File: config.mk
export PLATFORM = sky130hd
export DESIGN_NAME = rv_regs_mp_flat
export DESIGN_NICKNAME = d
export VERILOG_FILES = /design/src/rtl/rv_regs_pkg.sv /design/src/rtl/rv_regs_mp_if.sv /design/src/rtl/rv_regs_wr_sel.sv /design/src/rtl/rv_regs_mp.sv /design/src/flat_wrapper.sv
export SDC_FILE = /design/constraint.sdc
export NUM_CORES = 2
export LEC_CHECK = 0
export CAP_MARGIN = 20
export CELL_PAD_IN_SITES_DETAIL_PLACEMENT = 1
export CELL_PAD_IN_SITES_GLOBAL_PLACEMENT = 1
export CORE_MARGIN = 2
export CORE_UTILIZATION = 30
export DETAILED_ROUTE_END_ITERATION = 10
export PLACE_DENSITY_LB_ADDON = 0.05
export SKIP_LAST_GASP = 1
export SYNTH_ARGS = -nofsm -noshare
export SYNTH_HDL_FRONTEND = slang
export SYNTH_SLANG_ARGS = --single-unit
export TNS_END_PERCENT = 10
File: constraint.sdc
create_clock -name i_clk -period 4.1 [get_ports i_clk]
set_input_delay 0.82 -clock i_clk [delete_from_list [all_inputs] [get_ports i_clk]]
set_output_delay 0.82 -clock i_clk [all_outputs]
set_load 0.01 [all_outputs]
File: src/rtl/rv_regs_pkg.sv
// -----------------------------------------------------------------------------
// rv_regs_pkg
// Shared types and constants for the rv_regs_mp multi-port register file.
//   rv_regs_state_t    : controller state (clear sweep / normal operation)
//   RV_REGS_MAX_RD/WR  : upper bounds on read / write port counts
//   rv_regs_first_idx  : first register touched by the clear sweep
// -----------------------------------------------------------------------------
package rv_regs_pkg;

  typedef enum logic {
    RS_INIT = 1'b0,
    RS_RUN  = 1'b1
  } rv_regs_state_t;

  localparam int RV_REGS_MAX_RD = 6;
  localparam int RV_REGS_MAX_WR = 3;

  // Register 0 needs no clearing when it is hardwired to zero.
  function automatic int rv_regs_first_idx(input int zero_reg);
    return (zero_reg != 0) ? 1 : 0;
  endfunction

endpackage

File: src/rtl/rv_regs_mp_if.sv
// -----------------------------------------------------------------------------
// rv_regs_mp_if
// Bundles the read/write port signals of rv_regs_mp.
//   i_rd_addr  NUM_RD*AW     read addresses, port k at [k*AW +: AW]
//   o_rd_data  NUM_RD*WIDTH  read data, port k at [k*WIDTH +: WIDTH]
//   i_wr_en    NUM_WR        per-port write enable
//   i_wr_addr  NUM_WR*AW     write addresses
//   i_wr_data  NUM_WR*WIDTH  write data
//   o_ready    1             high once the post-reset clear sweep is done
// Modports: master (client driving the ports), slave (register file).
// -----------------------------------------------------------------------------
interface rv_regs_mp_if #(
  parameter int WIDTH  = 32,
  parameter int DEPTH  = 32,
  parameter int NUM_RD = 2,
  parameter int NUM_WR = 1
);
  import rv_regs_pkg::*;

  localparam int AW = $clog2(DEPTH);

  logic [NUM_RD*AW-1:0]    i_rd_addr;
  logic [NUM_RD*WIDTH-1:0] o_rd_data;
  logic [NUM_WR-1:0]       i_wr_en;
  logic [NUM_WR*AW-1:0]    i_wr_addr;
  logic [NUM_WR*WIDTH-1:0] i_wr_data;
  logic                    o_ready;

  modport master (
    output i_rd_addr, i_wr_en, i_wr_addr, i_wr_data,
    input  o_rd_data, o_ready
  );

  modport slave (
    input  i_rd_addr, i_wr_en, i_wr_addr, i_wr_data,
    output o_rd_data, o_ready
  );

endinterface

File: src/rtl/rv_regs_wr_sel.sv
// -----------------------------------------------------------------------------
// rv_regs_wr_sel
// Write-port arbitration for a single register (index IDX).
//   wr_en    in   NUM_WR      per-port write enables (already qualified)
//   wr_addr  in   NUM_WR*AW   per-port write addresses
//   win_oh   out  NUM_WR      one-hot winning port (highest index wins)
//   strobe   out  1           some enabled port addresses this register
// -----------------------------------------------------------------------------
module rv_regs_wr_sel
  import rv_regs_pkg::*;
#(
  parameter int NUM_WR = 1,
  parameter int AW     = 5,
  parameter int IDX    = 0
) (
  input  logic [NUM_WR-1:0]    wr_en,
  input  logic [NUM_WR*AW-1:0] wr_addr,
  output logic [NUM_WR-1:0]    win_oh,
  output logic                 strobe
);

  localparam logic [AW-1:0] MY_ADDR = AW'(IDX);

  // Ascending scan: a later (higher-index) hit replaces any earlier winner.
  always_comb begin
    win_oh = '0;
    strobe = 1'b0;
    for (int j = 0; j < NUM_WR; j++) begin
      if (wr_en[j] && (wr_addr[j*AW +: AW] == MY_ADDR)) begin
        win_oh    = '0;
        win_oh[j] = 1'b1;
        strobe    = 1'b1;
      end else begin
        strobe = strobe;
      end
    end
  end

endmodule

File: src/rtl/rv_regs_mp.sv
// -----------------------------------------------------------------------------
// rv_regs_mp
// Parametrised multi-port integer register file (NUM_RD reads, NUM_WR writes).
// After reset a sweep clears one register per cycle; o_ready rises when done
// and writes are honoured only from then on. Reads have one cycle latency.
// Colliding writes to one register: the highest-index enabled port wins.
//   i_clk    in  clock, rising edge
//   i_reset  in  asynchronous active-high reset
//   bus      rv_regs_mp_if.slave (read/write ports, o_ready)
// Optional feature: define RV_REGS_BYPASS_EN to forward same-cycle write data
// to a read of the same address; otherwise such a read returns the old value.
// -----------------------------------------------------------------------------
module rv_regs_mp
  import rv_regs_pkg::*;
#(
  parameter int WIDTH    = 32,
  parameter int DEPTH    = 32,
  parameter int NUM_RD   = 2,
  parameter int NUM_WR   = 1,
  parameter int ZERO_REG = 1
) (
  input  logic        i_clk,
  input  logic        i_reset,
  rv_regs_mp_if.slave bus
);

  localparam int AW = $clog2(DEPTH);
  localparam logic [AW-1:0] FIRST_IDX = AW'(rv_regs_first_idx(ZERO_REG));
  localparam logic [AW-1:0] LAST_IDX  = AW'(DEPTH - 1);

  rv_regs_state_t          state_q, state_d;
  logic [AW-1:0]           cnt_q, cnt_d;
  logic                    ready_q, ready_d;
  logic [NUM_RD*WIDTH-1:0] rd_data_q, rd_data_d;
  logic [WIDTH-1:0]        mem_q [DEPTH];
  logic [WIDTH-1:0]        mem_d [DEPTH];

  logic [NUM_WR-1:0]       wr_en_run;
  logic [NUM_WR-1:0]       win_oh [DEPTH];
  logic [DEPTH-1:0]        wr_hit;
  logic [DEPTH-1:0]        wr_strobe;
  logic [WIDTH-1:0]        wr_data_sel [DEPTH];

  assign bus.o_ready   = ready_q;
  assign bus.o_rd_data = rd_data_q;

  // Write enables are ignored while the clear sweep is running.
  assign wr_en_run = (state_q == RS_RUN) ? bus.i_wr_en : '0;

  for (genvar i = 0; i < DEPTH; i++) begin : g_wr_sel
    rv_regs_wr_sel #(
      .NUM_WR (NUM_WR),
      .AW     (AW),
      .IDX    (i)
    ) u_wr_sel (
      .wr_en   (wr_en_run),
      .wr_addr (bus.i_wr_addr),
      .win_oh  (win_oh[i]),
      .strobe  (wr_hit[i])
    );
  end

  // Per-register write strobe and winning data; register 0 drops writes when hardwired.
  always_comb begin
    for (int i = 0; i < DEPTH; i++) begin
      if ((ZERO_REG != 0) && (i == 0)) begin
        wr_strobe[i] = 1'b0;
      end else begin
        wr_strobe[i] = wr_hit[i];
      end
      wr_data_sel[i] = '0;
      for (int j = 0; j < NUM_WR; j++) begin
        if (win_oh[i][j]) begin
          wr_data_sel[i] = wr_data_sel[i] | bus.i_wr_data[j*WIDTH +: WIDTH];
        end else begin
          wr_data_sel[i] = wr_data_sel[i];
        end
      end
    end
  end

  // State register: FSM, sweep counter, ready flag, read data.
  always_ff @(posedge i_clk or posedge i_reset) begin
    if (i_reset) begin
      state_q   <= RS_INIT;
      cnt_q     <= FIRST_IDX;
      ready_q   <= 1'b0;
      rd_data_q <= '0;
    end else begin
      state_q   <= state_d;
      cnt_q     <= cnt_d;
      ready_q   <= ready_d;
      rd_data_q <= rd_data_d;
    end
  end

  // Storage array; contents are cleared by the sweep rather than by reset.
  always_ff @(posedge i_clk) begin
    mem_q <= mem_d;
  end

  // Next-state logic: leave INIT on the edge that clears the last index.
  always_comb begin
    state_d = state_q;
    cnt_d   = cnt_q;
    case (state_q)
      RS_INIT: begin
        if (cnt_q == LAST_IDX) begin
          state_d = RS_RUN;
          cnt_d   = cnt_q;
        end else begin
          state_d = RS_INIT;
          cnt_d   = cnt_q + AW'(1);
        end
      end
      RS_RUN: begin
        state_d = RS_RUN;
        cnt_d   = cnt_q;
      end
      default: begin
        state_d = RS_INIT;
        cnt_d   = FIRST_IDX;
      end
    endcase
  end

  // Output logic: o_ready follows the state being entered.
  always_comb begin
    case (state_d)
      RS_RUN:  ready_d = 1'b1;
      RS_INIT: ready_d = 1'b0;
      default: ready_d = 1'b0;
    endcase
  end

  // Storage update: sweep clear in INIT, arbitrated writes in RUN.
  always_comb begin
    mem_d = mem_q;
    if (state_q == RS_INIT) begin
      mem_d[cnt_q] = '0;
    end else begin
      for (int i = 0; i < DEPTH; i++) begin
        if (wr_strobe[i]) begin
          mem_d[i] = wr_data_sel[i];
        end else begin
          mem_d[i] = mem_q[i];
        end
      end
    end
  end

  // Registered read muxes, one per port.
  always_comb begin
    logic [AW-1:0]    ra;
    logic [WIDTH-1:0] rv;
    rd_data_d = '0;
    ra        = '0;
    rv        = '0;
    for (int k = 0; k < NUM_RD; k++) begin
      ra = bus.i_rd_addr[k*AW +: AW];
      rv = mem_q[ra];
`ifdef RV_REGS_BYPASS_EN
      if (wr_strobe[ra]) begin
        rv = wr_data_sel[ra];
      end else begin
        rv = mem_q[ra];
      end
`endif
      if (state_q != RS_RUN) begin
        rv = '0;
      end else if ((ZERO_REG != 0) && (ra == '0)) begin
        rv = '0;
      end else begin
        rv = rv;
      end
      rd_data_d[k*WIDTH +: WIDTH] = rv;
    end
  end

endmodule

File: src/flat_wrapper.sv
// flat-port wrapper written by rule: the top's interface ports become plain ports
module rv_regs_mp_flat import rv_regs_pkg::*;
#(
  parameter int WIDTH    = 32,
  parameter int DEPTH    = 32,
  parameter int NUM_RD   = 2,
  parameter int NUM_WR   = 1,
  parameter int ZERO_REG = 1
)
  (i_clk, i_reset, bus_i_rd_addr, bus_i_wr_en, bus_i_wr_addr, bus_i_wr_data, bus_o_rd_data, bus_o_ready);
  rv_regs_mp_if #(.WIDTH(WIDTH), .DEPTH(DEPTH), .NUM_RD(NUM_RD), .NUM_WR(NUM_WR)) bus_i ();
  input  logic i_clk;
  input  logic i_reset;
  input wire logic [$bits(bus_i.i_rd_addr)-1:0] bus_i_rd_addr;
  input wire logic [$bits(bus_i.i_wr_en)-1:0] bus_i_wr_en;
  input wire logic [$bits(bus_i.i_wr_addr)-1:0] bus_i_wr_addr;
  input wire logic [$bits(bus_i.i_wr_data)-1:0] bus_i_wr_data;
  output wire logic [$bits(bus_i.o_rd_data)-1:0] bus_o_rd_data;
  output wire logic [$bits(bus_i.o_ready)-1:0] bus_o_ready;
  assign bus_i.i_rd_addr = bus_i_rd_addr;
  assign bus_i.i_wr_en = bus_i_wr_en;
  assign bus_i.i_wr_addr = bus_i_wr_addr;
  assign bus_i.i_wr_data = bus_i_wr_data;
  assign bus_o_rd_data = bus_i.o_rd_data;
  assign bus_o_ready = bus_i.o_ready;
  rv_regs_mp #(.WIDTH(WIDTH), .DEPTH(DEPTH), .NUM_RD(NUM_RD), .NUM_WR(NUM_WR), .ZERO_REG(ZERO_REG)) u_core (.i_clk(i_clk), .i_reset(i_reset), .bus(bus_i));
endmodule
==> key figures <==
Logic synthesis
  • Post-synth EDFFs: 993
  • Post-synth ARST share: 0.0659
  • Synthesized instance count: ~5.1k
  • Distinct cells, synth: 43
  • Syn Nets: 5160
  • Area of the mapped netlist: 56500 um^2
  • YS warnings: 0
  • Ys flop type: edfxtp_1
  • FF+latch count, synth: between 1k and 1.5k
  • Syn Area/Cell: approximately 11 um^2
  • Sequential fraction of the synthesis area: 0.559

STA
  • Final slew viol count: 0
  • Hold Worst Slack: 0.558 ns
  • Fin crit period: 3.63 ns
  • Fmax: 276 MHz
  • Relative slew margins: 0.237
  • Final setup viols: 0
  • Setup_tns: 0 ns
  • Final Cycle Share: 0.885
  • RSZ-0062 raised after global routing: no
  • Slew of the pin with the lowest slew margin: 1.14 ns
  • Final setup margin: 0.472 ns
  • Skew final: about 0.025 ns
  • Final hold vios: 0

Placed design
  • Post-Place Setup Slack: 0.640 ns
  • # placed instances: around 7.5k
  • Area after DPL: 62300 um^2
  • DPL Wire Length: around 170000 um
  • I/O Buffers: around 110
  • GP Congestion: ~0.83

Critical path
  • R2r setup slk: 1.10 ns
  • FF-to-FF Start: u_core.bus.o_ready$_DFF_PP0_
  • Reg2Reg Capture Point: u_core.mem_q[384]$_DFFE_PP_
  • Worst-path fanout max: 35
  • Required @ worst endpoint: 3.28 ns
  • Critical path type: flop to output pin
  • CP Data Arrival Time: between 2 and 3 ns
  • Worst setup SP type: flop
  • Worst Reg-to-Reg Cells: 4
  • Setup crit end kind: output pin

Floorplanning
  • # IOs: 115
  • Core region area: 187000 um^2
  • Initial Util: 0.301
  • Rows: 159
  • Die X: 438 um
  • Die area: about 190000 um^2
  • Die Height: 438 um

Global route
  • Initial antenna violation count: 13
  • First-pass GRT wire length: 370000 um
  • Total track usage: 0.277
  • Pin count of the biggest net entering global routing: 61
  • Aggregate global routing overflow: 0
  • Vias in the first global route: 43.9k

Power
  • Switching part of the total power: 0.259
  • Power, Total: 27.1 mW
  • Power Dens Cells: 406 nW/um^2
  • Worst ir drop on vdd: 0.267 mV
  • Combinational power share: 0.093
  • NetSw: 7.03 mW
  • Sequential share of power: 0.453
  • Internal: ~20 mW
  • Clk network pwr share: 0.454
  • P_leak: 24.2 nW

Route
  • Mean routed wirelength per cell: between 30 and 40 um
  • Final wirelength: between 200000 and 300000 um
  • Residual DRC count: 0
  • Post-detailed-route count of antenna-violating nets: 0
  • Initial DRC Count: 4575
  • Vias/cell: roughly 5.6
  • Total number of vias: 43.6k
  • Drt pass-1 iters: 5

Clock tree
  • Post-CTS setup repair buffer count: 0
  • Worst-Skew Late Latency: ~0.8 ns
  • CTS root buf: clkbuf_16
  • CTS tree: yes
  • H-Tree Depth: 4
  • CTS Sinks: 1063
  • CTS resizes: 0
  • CTS Buf Count: 140
  • Clk slew on worst S/H paths: 0.06 ns
  • Clk buf depth: 3
  • Hold Buf Count CTS: 0

Worst hold path
  • HP Class: primary input to asynchronous set/reset pin

Final layout
  • Design area: 66800 um^2
  • Area added between synthesis and finish: 18.2%
  • Post-layout util: 0.356
  • NumNets Final: 5225
  • Share of layout cells above drive strength 1: 0.152
  • Fillers: 20.3k
  • Layout Cells excl Fill: 7787

Run
  • # Max-Cap Violations: 0

Outcome
  • Status: complete, no violations
## cell families (layout without fill, tap and decap cells)
kind of cell             count (synthesis)  after routing  synth area share
AO/OA/AOI/OAI                          578            578            0.0665
AND/OR/NAND/NOR                       2284           2284             0.157
XOR/XNOR                                 3              3          0.000465
buffers and inverters                  437            620            0.0350
multiplexers                           735            735             0.181
adder cells (fa/ha/maj)                  5              5           0.00111
other                                    0              4                 0
flip-flops                            1063           1063             0.559
## critical path, stage by stage (launching register included)
cell	delay (ns)
dfrtp_4	0.99
buf_12	0.34
clkdlybuf4s50_1	0.59
## Yosys cell counts, types with 11 or more instances
master	count	share of area
o21ai_0	127	0.011
nand2_1	2158	0.14
buf_2	136	0.012
mux2i_1	474	0.084
nor2_1	11	0.00073
buf_1	18	0.0012
edfxtp_1	993	0.53
mux4_2	225	0.090
o22ai_1	189	0.021
a22oi_1	188	0.025
a21oi_1	22	0.0019
mux2_2	36	0.0072
a221oi_1	30	0.0047
buf_4	27	0.0036
a31oi_1	16	0.0018
clkbuf_1	238	0.016
nand4_1	63	0.0070
dfrtp_1	69	0.031
## layout by cell type (no fill, tap or decap), types with 7 or more instances in the layout
cell type,count
nand2_1,2143
edfxtp_1,993
mux2i_1,474
mux4_2,225
o22ai_1,189
a22oi_1,188
buf_4,174
clkbuf_16,141
clkdlybuf4s50_1,109
o21ai_0,96
dfrtp_1,68
nand4_1,63
buf_12,62
clkbuf_1,43
mux2_2,36
o21ai_4,31
a221oi_1,30
clkbuf_8,21
clkinv_2,18
clkinv_1,18
a21oi_4,16
nand2_2,15
a31oi_4,15
inv_1,8
nor2b_1,7
nand2b_1,7
inv_6,7
## layer usage
layer / GRT usage / up-vias / routed length (um)
met5: 0 / - / 13
li1: - / 18600 / -
met3: 0.0351 / 300 / 14500
met4: 0.0702 / 2 / 6280
met2: 0.433 / 1434 / 123000
met1: 0.404 / 23300 / 126000
## how the worst max path moves through the flow
stage / startpoint / end / depth (start not counted)
3_3_place_gp: bus_i_rd_addr[3] / u_core.bus.o_rd_data[22]$_DFF_PP0_ / 6
6_report: u_core.bus.o_ready$_DFF_PP0_ / bus_o_ready / 2
2_1_floorplan: bus_i_wr_addr[2] / u_core.mem_q[896]$_DFFE_PP_ / 3
4_1_cts: u_core.bus.o_ready$_DFF_PP0_ / bus_o_ready / 2
3_5_place_dp: bus_i_rd_addr[3] / u_core.bus.o_rd_data[22]$_DFF_PP0_ / 6
5_1_grt: u_core.bus.o_ready$_DFF_PP0_ / bus_o_ready / 2
## registers in the layout (all words and copies together) (netlist names)
| name | cells |
|---|---|
| u_core.mem_q | 993 |
| u_core.cnt_q | 5 |
| u_core.bus.o_ready | 1 |
| u_core.bus.o_rd_data | 64 |
## power groups by stage
stage          registers, mW  clock network, mW  logic (mW)
6_report                12.3               12.3        2.52
5_1_grt                 12.3               12.9        2.66
4_1_cts                 12.3               12.6        2.52
3_5_place_dp            12.5                  0        2.52
3_3_place_gp            12.5                  0        2.49
2_1_floorplan           12.4                  0        1.33
## area by class of cell
| type | instances | area (um^2) | area share |
|---|---|---|---|
| clock buffers | 205 | 3980 | 0.0596 |
| clock inverters | 55 | 487 | 0.00729 |
| inverters | 9 | 36.3 | 0.000543 |
| flip-flops and latches | 1063 | 31600 | 0.473 |
| repair buffers | 351 | 3740 | 0.0560 |
| well taps | 2495 | 3120 | 0.0468 |
| multi-input cells | 3605 | 23800 | 0.357 |
| diodes | 4 | 10.0 | 0.000150 |
(Power assumes the default switching activity.)
